<file path="src/rtl/instr_loader.sv">
// instr_loader: write side of the 256 x 9-bit instruction memory.
// Takes a byte stream (count byte, then lo/hi byte pairs) over a
// valid/ready handshake and writes one 9-bit instruction per pair.
// Every output is a register, so the core sees clean levels while held.
module instr_loader #(
    parameter logic [7:0]  START_ADDR = 8'd0,
    parameter int unsigned TIMEOUT    = 1023
) (
    input  logic       clk,
    input  logic       reset,
    input  logic       start,
    input  logic       in_valid,
    input  logic [7:0] in_data,
    output logic       in_ready,
    output logic       mem_we,
    output logic [7:0] mem_addr,
    output logic [8:0] mem_wdata,
    output logic       busy,
    output logic       done,
    output logic       error,
    output logic [8:0] loaded_count
);

    // Idle counter is sized to just reach TIMEOUT; it never counts past it.
    localparam int            TW   = (TIMEOUT < 2) ? 1 : $clog2(TIMEOUT + 1);
    localparam logic [TW-1:0] TMAX = TW'(TIMEOUT);

    typedef enum logic [2:0] {
        S_IDLE,
        S_COUNT,
        S_LO,
        S_HI,
        S_WRITE,
        S_DONE,
        S_ERR
    } state_t;

    state_t        state;
    logic [TW-1:0] idle_cnt;
    logic [8:0]    remaining;   // instructions still to write; 256 fits in 9 bits
    logic [7:0]    lo_byte;
    logic          accept;

    // A byte moves only when the source offers it and we advertised ready.
    assign accept = in_valid && in_ready;

    // Loader FSM. Outputs are registered alongside the state, so every
    // transition also sets the decoded in_ready/busy levels of its target.
    always_ff @(posedge clk) begin
        if (reset) begin
            state        <= S_IDLE;
            in_ready     <= 1'b0;
            mem_we       <= 1'b0;
            mem_addr     <= START_ADDR;
            mem_wdata    <= 9'd0;
            busy         <= 1'b0;
            done         <= 1'b0;
            error        <= 1'b0;
            loaded_count <= 9'd0;
            idle_cnt     <= '0;
            remaining    <= 9'd0;
            lo_byte      <= 8'd0;
        end else begin
            // Write strobe and done are single-cycle pulses.
            mem_we <= 1'b0;
            done   <= 1'b0;

            case (state)
                S_IDLE: begin
                    if (start) begin
                        state        <= S_COUNT;
                        in_ready     <= 1'b1;
                        busy         <= 1'b1;
                        error        <= 1'b0;
                        loaded_count <= 9'd0;
                        mem_addr     <= START_ADDR;
                        idle_cnt     <= '0;
                    end
                end

                S_COUNT, S_LO, S_HI: begin
                    if (accept) begin
                        idle_cnt <= '0;
                        if (state == S_COUNT) begin
                            // A count byte of zero stands for a full 256-word load.
                            remaining <= {(in_data == 8'd0), in_data};
                            state     <= S_LO;
                        end else if (state == S_LO) begin
                            lo_byte <= in_data;
                            state   <= S_HI;
                        end else if (in_data[7:1] != 7'd0) begin
                            // Only bit 0 of the high byte is meaningful; anything
                            // else means the stream is corrupt, so abort unwritten.
                            state    <= S_ERR;
                            in_ready <= 1'b0;
                            error    <= 1'b1;
                        end else begin
                            mem_wdata <= {in_data[0], lo_byte};
                            mem_we    <= 1'b1;
                            state     <= S_WRITE;
                            in_ready  <= 1'b0;
                        end
                    end else if (idle_cnt == TMAX) begin
                        // Stream stalled too long: give up on this load.
                        state    <= S_ERR;
                        in_ready <= 1'b0;
                        error    <= 1'b1;
                    end else begin
                        idle_cnt <= idle_cnt + TW'(1);
                    end
                end

                S_WRITE: begin
                    // mem_addr wraps naturally at 8 bits.
                    mem_addr     <= mem_addr + 8'd1;
                    loaded_count <= loaded_count + 9'd1;
                    remaining    <= remaining - 9'd1;
                    if (remaining == 9'd1) begin
                        state <= S_DONE;
                        done  <= 1'b1;
                    end else begin
                        state    <= S_LO;
                        in_ready <= 1'b1;
                    end
                end

                S_DONE, S_ERR: begin
                    // start is deliberately not looked at here.
                    state    <= S_IDLE;
                    busy     <= 1'b0;
                    idle_cnt <= '0;
                end

                default: begin
                    state    <= S_IDLE;
                    in_ready <= 1'b0;
                    busy     <= 1'b0;
                    idle_cnt <= '0;
                end
            endcase
        end
    end

endmodule

</file>
<file path="config.mk">
export PLATFORM = sky130hd
export DESIGN_NAME = instr_loader
export DESIGN_NICKNAME = d
export VERILOG_FILES = /design/src/rtl/instr_loader.sv
export SDC_FILE = /design/constraint.sdc
export NUM_CORES = 1
export LEC_CHECK = 0
export CORE_MARGIN = 3
export CORE_UTILIZATION = 35
export CTS_CLUSTER_SIZE = 24
export DETAILED_ROUTE_END_ITERATION = 10
export GPL_TIMING_DRIVEN = 0
export PLACE_DENSITY = 0.67
export SLEW_MARGIN = 20
export SYNTH_ARGS = -nofsm -noshare
export SYNTH_HDL_FRONTEND = slang
export SYNTH_SLANG_ARGS = --single-unit
</file>
<file path="constraint.sdc">
create_clock -name clk -period 4.43 [get_ports clk]
set_input_delay 0.886 -clock clk [delete_from_list [all_inputs] [get_ports clk]]
set_output_delay 0.886 -clock clk [all_outputs]
set_load 0.01 [all_outputs]
</file>
Word level (Yosys, flattened, before mapping):

Cells that the tools add are included.

* register bits after elaboration: 61
* bits of input ports: 12
* output and inout port bits: 31
* word-level logic and storage cells: 98

* add/sub/neg operators: 4
* eq/ne operators: 17
* mux-type cells: 36
* bitwise operators: 8
* reduce and logical (&&, ||, !) cells: 21

Operators with widths (count)
* one-hot mux 9 bit (2 select lines): 2
* two-way mux 10 bit: 3
* one-hot mux 10 bit (3 select lines): 1
* two-way mux 9 bit: 3
* two-way mux 3 bit: 6
* one-hot mux 8 bit (2 select lines): 1
* != test 3 bit, second input constant: 5
* two-way mux 1 bit: 14
* AND reduction 6 bit: 2
* adder 10 x 1 -> 10 bit, second input constant: 1
* == test 10 bit, second input constant: 1
* adder 9 x 1 -> 9 bit, second input constant: 1
* == test 3 bit, second input constant: 3
* == test 9 x 1 -> 1 bit, second input constant: 1
* one-hot mux 3 bit (3 select lines): 1
* subtractor 9 x 1 -> 9 bit, second input constant: 1
* adder 8 x 1 -> 8 bit, second input constant: 1
* zero test 8 bit: 1
* two-way mux 8 bit: 1
* != test 2 bit, second input constant: 4
* inverter 1 bit: 8
* nonzero test 7 bit: 1
* == test 3 x 2 -> 1 bit, second input constant: 2
* AND reduction 2 bit: 3
* other kinds (14): 19

Longest topological paths before layout:

Gate-level depths: netlist of the first run.

* word-level depth: 6
* depth in mapped cells: 8
* depth with buffers taken out: 7

Worst setup path after synthesis of the first run:

OpenSTA, ideal clock, no wires.

* path type: in2reg
* start point: in in_data[7]
* end point: reg mem_wdata[2]
* setup time: 129 ps
* arrival time: 2118 ps
* required time: 4301 ps
* slack: 2183 ps
* stages: 6
* buffers on the path: 1
* cells stage by stage: or4_1 > nor4_2 > nand4_1 > buf_2 > mux2i_1 > nor2_1

* word-level cells in the longest chain between the ends: 3

Ends and longest elaborated chain
* start, declared: RTL line 13 `input logic [7:0] in_data,`
* nonzero test 7 bit: RTL line 91 `end else if (in_data[7:1] != 7'd0) begin`
* inverter 1 bit (no line)
* AND reduction 5 bit (no line)
* end signal, assigned: RTL line 98 `mem_wdata <= {in_data[0], lo_byte};`
* end, declared: RTL line 17 `output logic [8:0] mem_wdata,`

Every way passes these cells.
A chain may end at the register's enable or synchronous reset.

Final worst setup path of the first run:

* start point: in in_data[7]
* end point: reg mem_wdata[1]

Same word-level chain as after synthesis.

==> impl_metrics.env, run 1 <==
export IMPL_syn_inst=342
export IMPL_whs_ps=463.0
export IMPL_critPathMaxFanout=10
export IMPL_grt_pass1_wl_mm=12.34
export IMPL_initial_utilization_pct=37.11
export IMPL_viasPerCell=5.303
export IMPL_p_sw_w=0.0006608
export IMPL_cts_made_buffers=9
export IMPL_tightest_slew_ps=782.0
export IMPL_irDropWorstVdd_mv=0.2029
export IMPL_nets=411
export IMPL_cts_resized=0
export IMPL_insertion_delay_ps=340
export IMPL_synth_seq_cells=61
export IMPL_port_buffers=41
export IMPL_fmaxAchievable_ghz=0.3770
export IMPL_outcome="finished, final reports clean"
export IMPL_tritoncts="yes"
export IMPL_r2r_setup_slack_ps=2420
export IMPL_dr_first_iter_drc_count=124
export IMPL_path_clk_slew_ps=70
export IMPL_synth_cell_types=56
export IMPL_syn_area_mm2=0.002942
export IMPL_min_path_type="flop to flop"
export IMPL_grt_setup_unrepaired="no"
export IMPL_finalHoldViolCount=0
export IMPL_worstPathRequired_ps=4650
export IMPL_layout_area_overhead_vs_synth_pct=24.84
export IMPL_clockBufferDepth=2
export IMPL_ant_nets=0
export IMPL_dieArea_mm2=0.009540
export IMPL_slew_violations=0
export IMPL_p_seq_share_pct=36.7
export IMPL_place_ws_ps=1429
export IMPL_n_fill_cell=814
export IMPL_setup_viol=0
export IMPL_leakage_nw=1.321
export IMPL_chipHeight_um=97.68
export IMPL_post_cts_buffers=0
export IMPL_h_tree_depth=3
export IMPL_yosys_warnings=0
export IMPL_max_cap_violations=0
export IMPL_overflow=0
export IMPL_end_kind="flop"
export IMPL_drive_gt1_share_pct=10.03
export IMPL_p_int_w=0.001119
export IMPL_multiInputGateArea_mm2=0.001618
export IMPL_synth_top_area_cell="dfxtp_1"
export IMPL_timing_final_ws_setup_ps=1778
export IMPL_max_slew_margin_rel_pct=47.48
export IMPL_seq_area_mm2=0.001221
export IMPL_first_global_vias=2626
export IMPL_die_w_um=97.68
export IMPL_grt_usage_pct=15.75
export IMPL_power_share_switching_pct=37.13
export IMPL_wire_per_inst_um=14.41
export IMPL_crit_type="input port to flop"
export IMPL_arrival_ps=2880
export IMPL_cts_root_buf="clkbuf_8"
export IMPL_p_comb_share_pct=35.6
export IMPL_num_rows=32
export IMPL_setup_tns_ps=0
export IMPL_wl_mm=7.221
export IMPL_async_reset_ff_share_pct=0
export IMPL_antenna_found_initial=0
export IMPL_n_antenna_cell=0
export IMPL_syn_avg_cell_area_um2=8.601
export IMPL_worst_setup_path_start_kind="input port"
export IMPL_ios=43
export IMPL_vias=2657
export IMPL_place_congestion=0.9060
export IMPL_synth_edff_count=0
export IMPL_synthTopCellsByArea="dfxtp_1 (42%), nor2_1 (7.7%), mux2i_1 (6.5%)"
export IMPL_synth_fp_nets=359
export IMPL_hpwlAfterDp_mm=5.095
export IMPL_period_minus_slack_ps=2652
export IMPL_clkSinkCount=61
export IMPL_coreArea_mm2=0.007928
export IMPL_grt_max_degree=11
export IMPL_ctsHoldBuffers=0
export IMPL_clockPowerShare_pct=27.7
export IMPL_fin_skew_ps=4.659
export IMPL_ys_seq_area_share_pct=41.51
export IMPL_period_share_pct=59.87
export IMPL_drt_pass1_iterations=4
export IMPL_p_per_area_mw_per_mm2=484.6
export IMPL_drc=0
export IMPL_yosysTopAreaCellShare_pct=41.51
export IMPL_synthFlopType="dfxtp_1"
==> power groups by stage <==
stage	sequential [W]	clock, W	combinational [W]
final	0.000654	0.000493	0.000633
after global routing	0.000662	0.000530	0.000711
after CTS	0.000653	0.000502	0.000632
after detailed placement	0.000665	0	0.000628
after global placement	0.000662	0	0.000615
after floorplan	0.000657	0	0.000464
==> cell usage in the layout, fill, tap and decap left out, types with 6 or more instances in the layout <==
cell / n
dfxtp_1: 61
nor2_1: 60
clkdlybuf4s50_1: 41
nand2_1: 28
a21oi_1: 22
mux2i_1: 19
o21ai_0: 17
nand3_1: 12
clkbuf_1: 10
a211oi_1: 10
clkbuf_8: 10
nor3_1: 6
xnor2_1: 6
==> final timing paths <==
path | start | to | depth (start not counted)
worst max-delay path | in_data[7] | mem_wdata[1]$_SDFFE_PP0P_ | 7
worst min-delay path | busy$_SDFFE_PP0P_ | busy$_SDFFE_PP0P_ | 2
worst min register to register | busy$_SDFFE_PP0P_ | busy$_SDFFE_PP0P_ | 2
worst max register to register | state[1]$_SDFFE_PP0P_ | idle_cnt[4]$_SDFFE_PP0P_ | 6
==> through the flow <==
| stage | cell area, um^2 | power, W | instances | utilization (%) |
|---|---|---|---|---|
| final | 3672 | 0.001779 | 501 | 46.32 |
| after CTS | 3672 | 0.001787 | 501 | 46.32 |
| after global placement | 3480 | 0.001276 | 485 | 43.89 |
| after floorplan | 2942 | 0.001122 | 342 | - |
| after global routing | 3672 | 0.001903 | 501 | 46.32 |
| after detailed placement | 3480 | 0.001294 | 485 | 43.89 |
==> area by class of cell <==
cell class | count | share of cell area, %
repair buffers | 41 | 11.18
clock inverters | 4 | 1.295
well taps | 102 | 3.475
clock buffers | 12 | 3.952
flip-flops and latches | 61 | 33.25
multi-input cells | 259 | 44.05
plain buffers | 17 | 2.283
inverters | 5 | 0.5111
==> metal layers <==
layer	up-vias	part of all wire [%]	GRT usage, %
met5	-	0	0
met4	0	1.8	7.029
met3	10	4.5	4.092
met2	57	47	24.93
met1	1257	47	20.08
li1	1333	-	-
==> state kept, by name, indices dropped and copies added, names as in the netlist, 3 cells and up <==
name and cells:
state 3, loaded_count 9, remaining 9, idle_cnt 10, mem_wdata 9, lo_byte 8
mem_addr 8
==> synth_stat cells, drive strengths merged (2+ instances only) <==
| cell type | count |
|---|---|
| clkbuf | 8 |
| or3b | 3 |
| buf | 9 |
| o22ai | 2 |
| nand4 | 3 |
| or4 | 4 |
| xnor2 | 6 |
| nand3b | 2 |
| a22oi | 5 |
| and3 | 2 |
| and2 | 4 |
| ha | 5 |
| nor3 | 9 |
| a211o | 2 |
| o21ai | 18 |
| nor3b | 3 |
| dfxtp | 61 |
| o31ai | 4 |
| nand4b | 2 |
| nor2 | 62 |
| inv | 5 |
| a21oi | 22 |
| mux2 | 6 |
| nand2 | 28 |
| a211oi | 11 |
| mux2i | 19 |
| nor2b | 3 |
| nor4 | 6 |
| a311oi | 2 |
| nand3 | 12 |
| nand2b | 3 |
==> worst max-delay path: stages <==
cell,delay [ps]
clkdlybuf4s50_1,460
or4_1,560
nor4_2,350
nand4_1,140
buf_2,240
mux2i_1,190
nor2_1,50
==> logic make-up (layout without fill, tap and decap cells) <==
kind of cell	count (synthesis)	after routing	share of synthesized area (%)
xor+xnor	7	7	2.084
simple gates	149	149	26.12
mux	25	25	8.889
fa+ha+maj	5	5	2.127
compound gates	73	73	15.78
flops	61	61	41.51
buf+inv	22	79	3.488
No activity file was read; power rests on OpenSTA's default activity.
==> inputs of run 2 (changes only) <==
--- a/config.mk
+++ b/config.mk
@@ -10,7 +10,7 @@
 export CTS_CLUSTER_SIZE = 24
 export DETAILED_ROUTE_END_ITERATION = 10
 export GPL_TIMING_DRIVEN = 0
-export PLACE_DENSITY = 0.67
+export PLACE_DENSITY = 0.69
 export SLEW_MARGIN = 20
 export SYNTH_ARGS = -nofsm -noshare
 export SYNTH_HDL_FRONTEND = slang
==> constraint.sdc (replaced) <==
create_clock -name clk -period 2.4 [get_ports clk]
set_input_delay 0.48 -clock clk [delete_from_list [all_inputs] [get_ports clk]]
set_output_delay 0.48 -clock clk [all_outputs]
set_load 0.01 [all_outputs]
==> impl_metrics.env, run 2 (synthesis results as in run 1) <==
export IMPL_outcome="finished, final reports clean"
export IMPL_worst_setup_path_start_kind="input port"
export IMPL_viasPerCell=5.214
export IMPL_max_cap_violations=0
export IMPL_route_met3_wl_um=329
export IMPL_setup_viol=0
export IMPL_timing_final_ws_setup_ps=104.1
export IMPL_drt_pass1_iterations=4
export IMPL_hold_start="error$_SDFFE_PP0P_"
export IMPL_worstPathCellList="clkdlybuf4s50_1, or4_1, nor4_2, nand4_1, buf_2, mux2i_1, nor2_1"
export IMPL_place_ws_ps=-248.7
export IMPL_m1WireLength_mm=3.349
export IMPL_setup_tns_ps=0
export IMPL_port_buffers=41
export IMPL_antenna_found_initial=0
export IMPL_first_global_vias=2589
export IMPL_ios=43
export IMPL_chipHeight_um=97.68
export IMPL_layout_area_overhead_vs_synth_pct=24.84
export IMPL_largest_reg_flops=10
export IMPL_crit_type="input port to flop"
export IMPL_r2r_setup_slack_ps=410
export IMPL_n_antenna_cell=0
export IMPL_p_seq_share_pct=36.9
export IMPL_coreArea_mm2=0.007928
export IMPL_crit_slowest_cell="or4_1"
export IMPL_period_minus_slack_ps=2296
export IMPL_cts_made_buffers=9
export IMPL_die_w_um=97.68
export IMPL_min_to="error$_SDFFE_PP0P_"
export IMPL_p_comb_share_pct=35.6
export IMPL_fin_area_mm2=0.003672
export IMPL_end_kind="flop"
export IMPL_ant_nets=0
export IMPL_overflow=0
export IMPL_grt_setup_unrepaired="no"
export IMPL_cts_root_buf="clkbuf_8"
export IMPL_p_sw_w=0.001201
export IMPL_clockPowerShare_pct=27.6
export IMPL_drc=0
export IMPL_routed_wl_met2_mm=3.183
export IMPL_tritoncts="yes"
export IMPL_worstPathRequired_ps=2610
export IMPL_power_share_switching_pct=36.77
export IMPL_r2r_end="state[0]$_SDFFE_PP0P_"
export IMPL_arrival_ps=2510
export IMPL_p_per_area_mw_per_mm2=889.3
export IMPL_wire_per_inst_um=13.89
export IMPL_path_clk_slew_ps=60
export IMPL_placed_cell_area_mm2=0.003480
export IMPL_clockBufferDepth=2
export IMPL_max_slew_margin_rel_pct=49.85
export IMPL_grt_max_degree=11
export IMPL_nets=411
export IMPL_place_congestion=0.9075
export IMPL_drive_gt1_share_pct=10.03
export IMPL_slew_violations=0
export IMPL_fmaxAchievable_ghz=0.4356
export IMPL_initial_utilization_pct=37.11
export IMPL_r2r_cells=6
export IMPL_period_share_pct=95.66
export IMPL_grt_usage_pct=15.14
export IMPL_leakage_nw=1.321
export IMPL_clkSinkCount=61
export IMPL_p_int_w=0.002065
export IMPL_vias=2612
export IMPL_final_cells=501
export IMPL_critPathMaxFanout=10
export IMPL_cts_resized=0
export IMPL_tightest_slew_ps=746.6
export IMPL_top_register="idle_cnt"
export IMPL_final_cell_mix="dfxtp_1 (61), nor2_1 (60), clkdlybuf4s50_1 (41)"
export IMPL_r2r_start="idle_cnt[1]$_SDFFE_PP0P_"
export IMPL_finalHoldViolCount=0
export IMPL_hpwlAfterDp_mm=4.999
export IMPL_dr_first_iter_drc_count=163
export IMPL_h_tree_depth=3
export IMPL_wl_mm=6.957
export IMPL_holdPathStages=2
export IMPL_dieArea_mm2=0.009540
export IMPL_placedCellCount=485
export IMPL_insertion_delay_ps=340
export IMPL_cpPeakStageDelay_ps=580
export IMPL_fin_skew_ps=11.26
export IMPL_post_cts_buffers=0
export IMPL_ctsHoldBuffers=0
export IMPL_irDropWorstVdd_mv=0.3316
export IMPL_grt_pass1_wl_mm=12.00
export IMPL_layout_commonest_cell="dfxtp_1"
export IMPL_top_layer="met4"
export IMPL_num_rows=32
export IMPL_min_path_type="flop to flop"
[run 2: through the flow]
step	total power (W)	util [%]	hold WS, ps
2_1_floorplan	0.002071	-	440.0
3_3_place_gp	0.002352	43.89	456.8
3_5_place_dp	0.002372	43.89	462.0
4_1_cts	0.003278	46.32	477.6
5_1_grt	0.003509	46.32	500.7
6_report	0.003266	46.32	471.8
[run 2: per-layer routing]
| layer | track usage [%] | vias up |
|---|---|---|
| met4 | 5.431 | 0 |
| li1 | - | 1331 |
| met1 | 19.56 | 1205 |
| met3 | 4.092 | 10 |
| met5 | 0 | - |
| met2 | 24.20 | 66 |
[run 2: worst max-delay path, delay by kind of cell]
kind | cells | cell delay (ps)
multiplexers | 1 | 180
buffers and inverters | 2 | 710
AND/OR/NAND/NOR | 4 | 1130
[run 2: how the worst max path moves through the flow]
stage / from / endpoint / slack [ps] / depth (start not counted)
floorplan: in_data[7] / mem_wdata[2]$_SDFFE_PP0P_ / 560 / 6
global placement: in_data[7] / mem_wdata[6]$_SDFFE_PP0P_ / -210 / 7
detailed placement: in_data[7] / mem_wdata[3]$_SDFFE_PP0P_ / -250 / 7
CTS: in_data[7] / mem_wdata[3]$_SDFFE_PP0P_ / 120 / 7
global route: in_data[7] / mem_wdata[6]$_SDFFE_PP0P_ / 5 / 7
finish: in_data[7] / mem_wdata[0]$_SDFFE_PP0P_ / 100 / 7
[run 2: area by class of cell]
cell class                 count  area (um^2)
buffer                        17        83.83
clock buffer                  12        145.1
clock inverter                 4        47.55
fill                         775         4255
inverter                       5        18.77
multi-input combinational    259         1618
sequential                    61         1221
tap                          102        127.6
timing repair buffer          41        410.4
[run 2: power groups by stage]
stage	Clock (W)	Combinational [W]	Sequential, W
global route	0.000978	0.00131	0.00122
detailed placement	0	0.00115	0.00123
global placement	0	0.00113	0.00122
finish	0.000900	0.00116	0.00120
floorplan	0	0.000857	0.00121
CTS	0.000922	0.00115	0.00120
